$ cat config.mk
export PLATFORM = sky130hd
export DESIGN_NAME = posit_mac_stream_feeder
export DESIGN_NICKNAME = d
export VERILOG_FILES = /design/src/rtl/posit_stream_pkg.sv /design/src/rtl/posit_pair_buf.sv /design/src/rtl/posit_mac_stream_feeder.sv
export SDC_FILE = /design/constraint.sdc
export NUM_CORES = 1
export LEC_CHECK = 0
export BUFFER_PORTS_ARGS = -buffer_cell sky130_fd_sc_hd__clkbuf_2
export CAP_MARGIN = 20
export CORE_MARGIN = 8
export CORE_UTILIZATION = 60
export CTS_CLUSTER_DIAMETER = 40
export DETAILED_ROUTE_END_ITERATION = 6
export PLACE_DENSITY = 0.88
export REMOVE_ABC_BUFFERS = 1
export SYNTH_ARGS = -nofsm -noshare
export SYNTH_HDL_FRONTEND = slang
export SYNTH_SLANG_ARGS = --single-unit
$ cat constraint.sdc
create_clock -name clk -period 7.4 [get_ports clk]
set_clock_uncertainty 0.05 [all_clocks]
set_input_delay 1.48 -clock clk [delete_from_list [all_inputs] [get_ports clk]]
set_output_delay 1.48 -clock clk [all_outputs]
set_load 0.02 [all_outputs]
$ cat src/rtl/posit_stream_pkg.sv
// rtl/posit_stream_pkg.sv - shared types and constants for the posit8 MAC stream feeder
package posit_stream_pkg;

  typedef enum logic [2:0] {
    LOAD,
    CLEAR,
    STREAM,
    DRAIN,
    DONE
  } state_e;

  localparam logic [7:0] POSIT_ZERO = 8'h00;
  localparam logic [7:0] POSIT_NAR  = 8'h80;
  localparam logic [7:0] POSIT_ONE  = 8'h40;

  localparam int DEFAULT_DEPTH = 16;

endpackage

$ cat src/rtl/posit_pair_buf.sv
// rtl/posit_pair_buf.sv - operand-pair register array, one write port, one combinational read port
module posit_pair_buf #(
  parameter int DEPTH = 16,
  parameter int AW    = $clog2(DEPTH)
) (
  input  logic          clk_i,
  input  logic          wr_en_i,
  input  logic [AW-1:0] wr_addr_i,
  input  logic [15:0]   wr_data_i,
  input  logic [AW-1:0] rd_addr_i,
  output logic [15:0]   rd_data_o
);

  // Contents are deliberately not reset; fill/pointers in the parent define validity.
  logic [15:0] mem_q [DEPTH];

  always_ff @(posedge clk_i) begin
    if (wr_en_i) begin
      mem_q[wr_addr_i] <= wr_data_i;
    end
  end

  assign rd_data_o = mem_q[rd_addr_i];

endmodule

$ cat src/rtl/posit_mac_stream_feeder.sv
// rtl/posit_mac_stream_feeder.sv - buffers posit8 operand pairs and streams them into the MAC
module posit_mac_stream_feeder
  import posit_stream_pkg::*;
#(
  parameter int DEPTH = DEFAULT_DEPTH,
  parameter int CNT_W = $clog2(DEPTH) + 1
) (
  input  logic             clk,
  input  logic             rst,
  input  logic             in_valid,
  output logic             in_ready,
  input  logic [7:0]       in_a,
  input  logic [7:0]       in_b,
  input  logic             start,
  output logic             busy,
  output logic [CNT_W-1:0] fill,
  output logic [7:0]       mac_a,
  output logic [7:0]       mac_b,
  output logic             mac_ena,
  output logic             mac_clr,
  input  logic [7:0]       mac_res,
  output logic             res_valid,
  input  logic             res_ready,
  output logic [7:0]       res_data
);

  localparam int AW = $clog2(DEPTH);

  state_e           state_q, state_d;
  logic [CNT_W-1:0] fill_q, fill_d;
  logic [AW-1:0]    wr_ptr_q, wr_ptr_d;
  logic [CNT_W-1:0] rd_ptr_q, rd_ptr_d;
  logic [7:0]       mac_a_q, mac_a_d;
  logic [7:0]       mac_b_q, mac_b_d;
  logic             mac_ena_q, mac_ena_d;
  logic             mac_clr_q, mac_clr_d;
  logic             res_valid_q, res_valid_d;
  logic [7:0]       res_data_q, res_data_d;

  logic             load_hs;
  logic [15:0]      rd_data;

  assign in_ready = (state_q == LOAD) && (fill_q < CNT_W'(DEPTH));
  assign busy     = (state_q != LOAD);
  assign load_hs  = in_valid & in_ready;

  posit_pair_buf #(
    .DEPTH (DEPTH)
  ) u_buf (
    .clk_i     (clk),
    .wr_en_i   (load_hs),
    .wr_addr_i (wr_ptr_q),
    .wr_data_i ({in_a, in_b}),
    .rd_addr_i (rd_ptr_q[AW-1:0]),
    .rd_data_o (rd_data)
  );

  // Outputs are registered, so each state computes what the MAC sees in the following cycle.
  // rd_ptr is one bit wider than the address so a full buffer can be told apart from empty.
  always_comb begin
    state_d     = state_q;
    fill_d      = fill_q;
    wr_ptr_d    = wr_ptr_q;
    rd_ptr_d    = rd_ptr_q;
    mac_a_d     = POSIT_ZERO;
    mac_b_d     = POSIT_ZERO;
    mac_ena_d   = 1'b0;
    mac_clr_d   = 1'b0;
    res_valid_d = 1'b0;
    res_data_d  = res_data_q;
    case (state_q)
      LOAD: begin
        rd_ptr_d = '0;
        if (load_hs) begin
          wr_ptr_d = wr_ptr_q + AW'(1);
          fill_d   = fill_q + CNT_W'(1);
        end
        if (start) begin
          if ((fill_q != '0) || load_hs) begin
            state_d   = CLEAR;
            mac_clr_d = 1'b1;
          end else begin
            state_d     = DONE;
            res_valid_d = 1'b1;
            res_data_d  = POSIT_ZERO;
          end
        end
      end
      CLEAR: begin
        state_d              = STREAM;
        mac_ena_d            = 1'b1;
        {mac_a_d, mac_b_d}   = rd_data;
        rd_ptr_d             = rd_ptr_q + CNT_W'(1);
      end
      STREAM: begin
        if (rd_ptr_q == fill_q) begin
          state_d = DRAIN;
        end else begin
          mac_ena_d          = 1'b1;
          {mac_a_d, mac_b_d} = rd_data;
          rd_ptr_d           = rd_ptr_q + CNT_W'(1);
        end
      end
      DRAIN: begin
        state_d     = DONE;
        res_valid_d = 1'b1;
        res_data_d  = mac_res;
      end
      DONE: begin
        if (res_ready) begin
          state_d  = LOAD;
          fill_d   = '0;
          wr_ptr_d = '0;
        end else begin
          res_valid_d = 1'b1;
        end
      end
      default: state_d = LOAD;
    endcase
  end

  always_ff @(posedge clk) begin
    if (rst) begin
      state_q     <= LOAD;
      fill_q      <= '0;
      wr_ptr_q    <= '0;
      rd_ptr_q    <= '0;
      mac_a_q     <= POSIT_ZERO;
      mac_b_q     <= POSIT_ZERO;
      mac_ena_q   <= 1'b0;
      mac_clr_q   <= 1'b0;
      res_valid_q <= 1'b0;
      res_data_q  <= POSIT_ZERO;
    end else begin
      state_q     <= state_d;
      fill_q      <= fill_d;
      wr_ptr_q    <= wr_ptr_d;
      rd_ptr_q    <= rd_ptr_d;
      mac_a_q     <= mac_a_d;
      mac_b_q     <= mac_b_d;
      mac_ena_q   <= mac_ena_d;
      mac_clr_q   <= mac_clr_d;
      res_valid_q <= res_valid_d;
      res_data_q  <= res_data_d;
    end
  end

  assign fill      = fill_q;
  assign mac_a     = mac_a_q;
  assign mac_b     = mac_b_q;
  assign mac_ena   = mac_ena_q;
  assign mac_clr   = mac_clr_q;
  assign res_valid = res_valid_q;
  assign res_data  = res_data_q;

endmodule

==> results.toml <==
[timing]
fin_crit_sh = 0.447
setup_tns_ns = 0
clock.fmax_mhz = 302
fin_ws_ns = 4.09
rsz0062_at_grt = "false"
setup_viol = 0
slew-limit-headroom = 0.238
drv_slew = 0
tightest_slew_ns = 1.14
final_hold_viol_count = 0
fin_hold_ws_ns = 0.432
period_needed_ns = 3.31

[final_layout]
final_cell_mix = "edfxtp_1, mux4_2, clkbuf_2, dfxtp_1, clkbuf_16"
layout_commonest_cell = "edfxtp_1"
layout-area-overhead-vs-synth_pct = 15.4
fin_nets = 681
fin_util = 0.708
layout-drive-gt1-share = 0.340
antenna_cells = 0

[die]
dieWidth_um = 155
num_rows = 50
initial_core_util = 0.614
core_area_mm2 = 0.0188
die_h_um = 155
die-area_mm2 = 0.0239
pin_count = 63

[synth]
seq_area_frac_synth = 0.751
syn_inst = 555
async_flop_share = 0
ys_warn_count = 0
syn_avg_cell_area_um2 = 20.8
ys_types = 43
ys.flop_type = "edfxtp_1"
synth-edff-count = 256
ys_ff_latch = 304
syn_area_mm2 = 0.0115

[hold_path]
min_path_type = "flop to flop"

[global_route]
grt_overflow = 0
grt_max_degree = 65
grt_usage = 0.219
antenna_found_initial = 1
grt_pass1_vias = 6288
grt_pass1_wl_mm = 38.2

[run]
cap_violations = 0

[route]
drt_iter0_markers = 585
route.vias.total = 5830
viasPerCell = 6.46
firstDrtPassIters = 5
routedWlPerCell_um = 28.4
drc = 0
wl_mm = 25.6
antenna_left = 0

[cts]
post_cts_buffers = 0
clock-sinks = 304
cts_tree = "yes"
postCtsHoldBufs = 0
cts_root_buffer = "clkbuf_16"
cts-htree-levels = 2
cts_made_buffers = 34
ctsResizeCount = 0
clock_latency_ns = 0.51
clock_path_buffers = 3
clk_pin_slew_ns = 0.06

[power]
pwr_density_cell_mw_per_mm2 = 316
ir_drop_v = 0.000237
p_leak_nw = 4.36

[placed_design]
portBuffers = 62
hpwl_mm = 14.2
gp_congestion = 0.750
dpl_worst_slack_ns = 3.84

[critical_path]
start_kind = "flop"
endpoint_kind = "primary output"
critical_path_arrival_ns = 1.78
required_ns = 5.87
cpMaxStageDelayCell = "dfxtp_1"
critPathKind = "flop to primary output"
crit_path_max_fanout = 14
path_cells = "nor3_4 -> inv_1 -> nor2_1 -> clkbuf_2"
crit_path_max_incr_delay_ns = 0.46

[run_status]
status = "complete, no violations"
[Yosys cell counts (5+ instances only)]
cell type | number | area [um^2]
inv_1 | 9 | 33.8
nand2_1 | 14 | 52.6
dfxtp_1 | 48 | 961
mux4_2 | 80 | 1800
nor2_1 | 24 | 90.1
xor2_1 | 5 | 43.8
edfxtp_1 | 256 | 7690
a21oi_1 | 6 | 30.0
a22o_1 | 8 | 70.1
nor3_1 | 8 | 40.0
clkbuf_1 | 13 | 48.8
xnor2_1 | 6 | 52.6
buf_2 | 9 | 45.0
nor2b_1 | 16 | 100
ha_1 | 7 | 87.6
[path summary, 6_finish.rpt]
kind,end,slack [ns],depth (start not counted),start
min,res_data[2]$_SDFFE_PP0P_,0.43,1,res_data[2]$_SDFFE_PP0P_
max reg2reg,u_buf.mem_q[12][2]$_DFFE_PP_,4.48,5,state_q[1]$_SDFFE_PP0P_
max,in_ready,4.09,4,state_q[1]$_SDFFE_PP0P_
min reg2reg,res_data[2]$_SDFFE_PP0P_,0.43,1,res_data[2]$_SDFFE_PP0P_
[flip-flops by register name (all words and copies together) (netlist names), named ones only]
signal / flops
u_buf.mem_q: 256
mac_a: 8
mac_b: 8
res_data: 8
fill: 5
rd_ptr_q: 5
wr_ptr_q: 4
state_q: 3
mac_clr: 1
mac_ena: 1
res_valid: 1
[metrics by stage]
step	area, um^2	total power, W	cells
6_report	13300	0.00420	902
5_1_grt	13300	0.00433	902
3_3_place_gp	12100	0.00256	841
2_1_floorplan	11400	0.00242	527
3_5_place_dp	12200	0.00259	842
4_1_cts	13300	0.00422	901
[power by group]
part	total [W]	switching [W]	internal [W]
Sequential	0.00200	0.0000611	0.00194
Combinational	0.000564	0.000304	0.000260
Clock	0.00163	0.000669	0.000964
Total	0.00420	0.00103	0.00317
[metal layers]
metal | up-vias | GRT usage | routed length (um)
li1 | 2443 | - | -
met1 | 3004 | 0.271 | 9630
met2 | 313 | 0.364 | 13000
met3 | 68 | 0.0554 | 2180
met4 | 2 | 0.0947 | 763
met5 | - | 0 | 17
[critical path: cells and delay by family (launching register included)]
kind / cells / cell delay, ns
simple gates: 2 / 0.55
flops: 1 / 0.46
buf+inv: 2 / 0.27
[logic make-up after synthesis]
group,share of synthesized area
AND/OR/NAND/NOR,0.0381
multiplexers,0.158
XOR/XNOR,0.00836
buffers and inverters,0.0147
adder cells (fa/ha/maj),0.00760
AO/OA/AOI/OAI,0.0223
flip-flops,0.751
[final cells by class]
class / instances / area, um^2
Clock buffer: 44 / 960
Timing Repair Buffer: 82 / 484
Tap cell: 234 / 293
Multi-Input combinational cell: 214 / 2720
Sequential cell: 304 / 8650
Fill cell: 1065 / 5480
Clock inverter: 15 / 145
Inverter: 9 / 33.8
No activity file was read; power rests on OpenSTA's default activity.
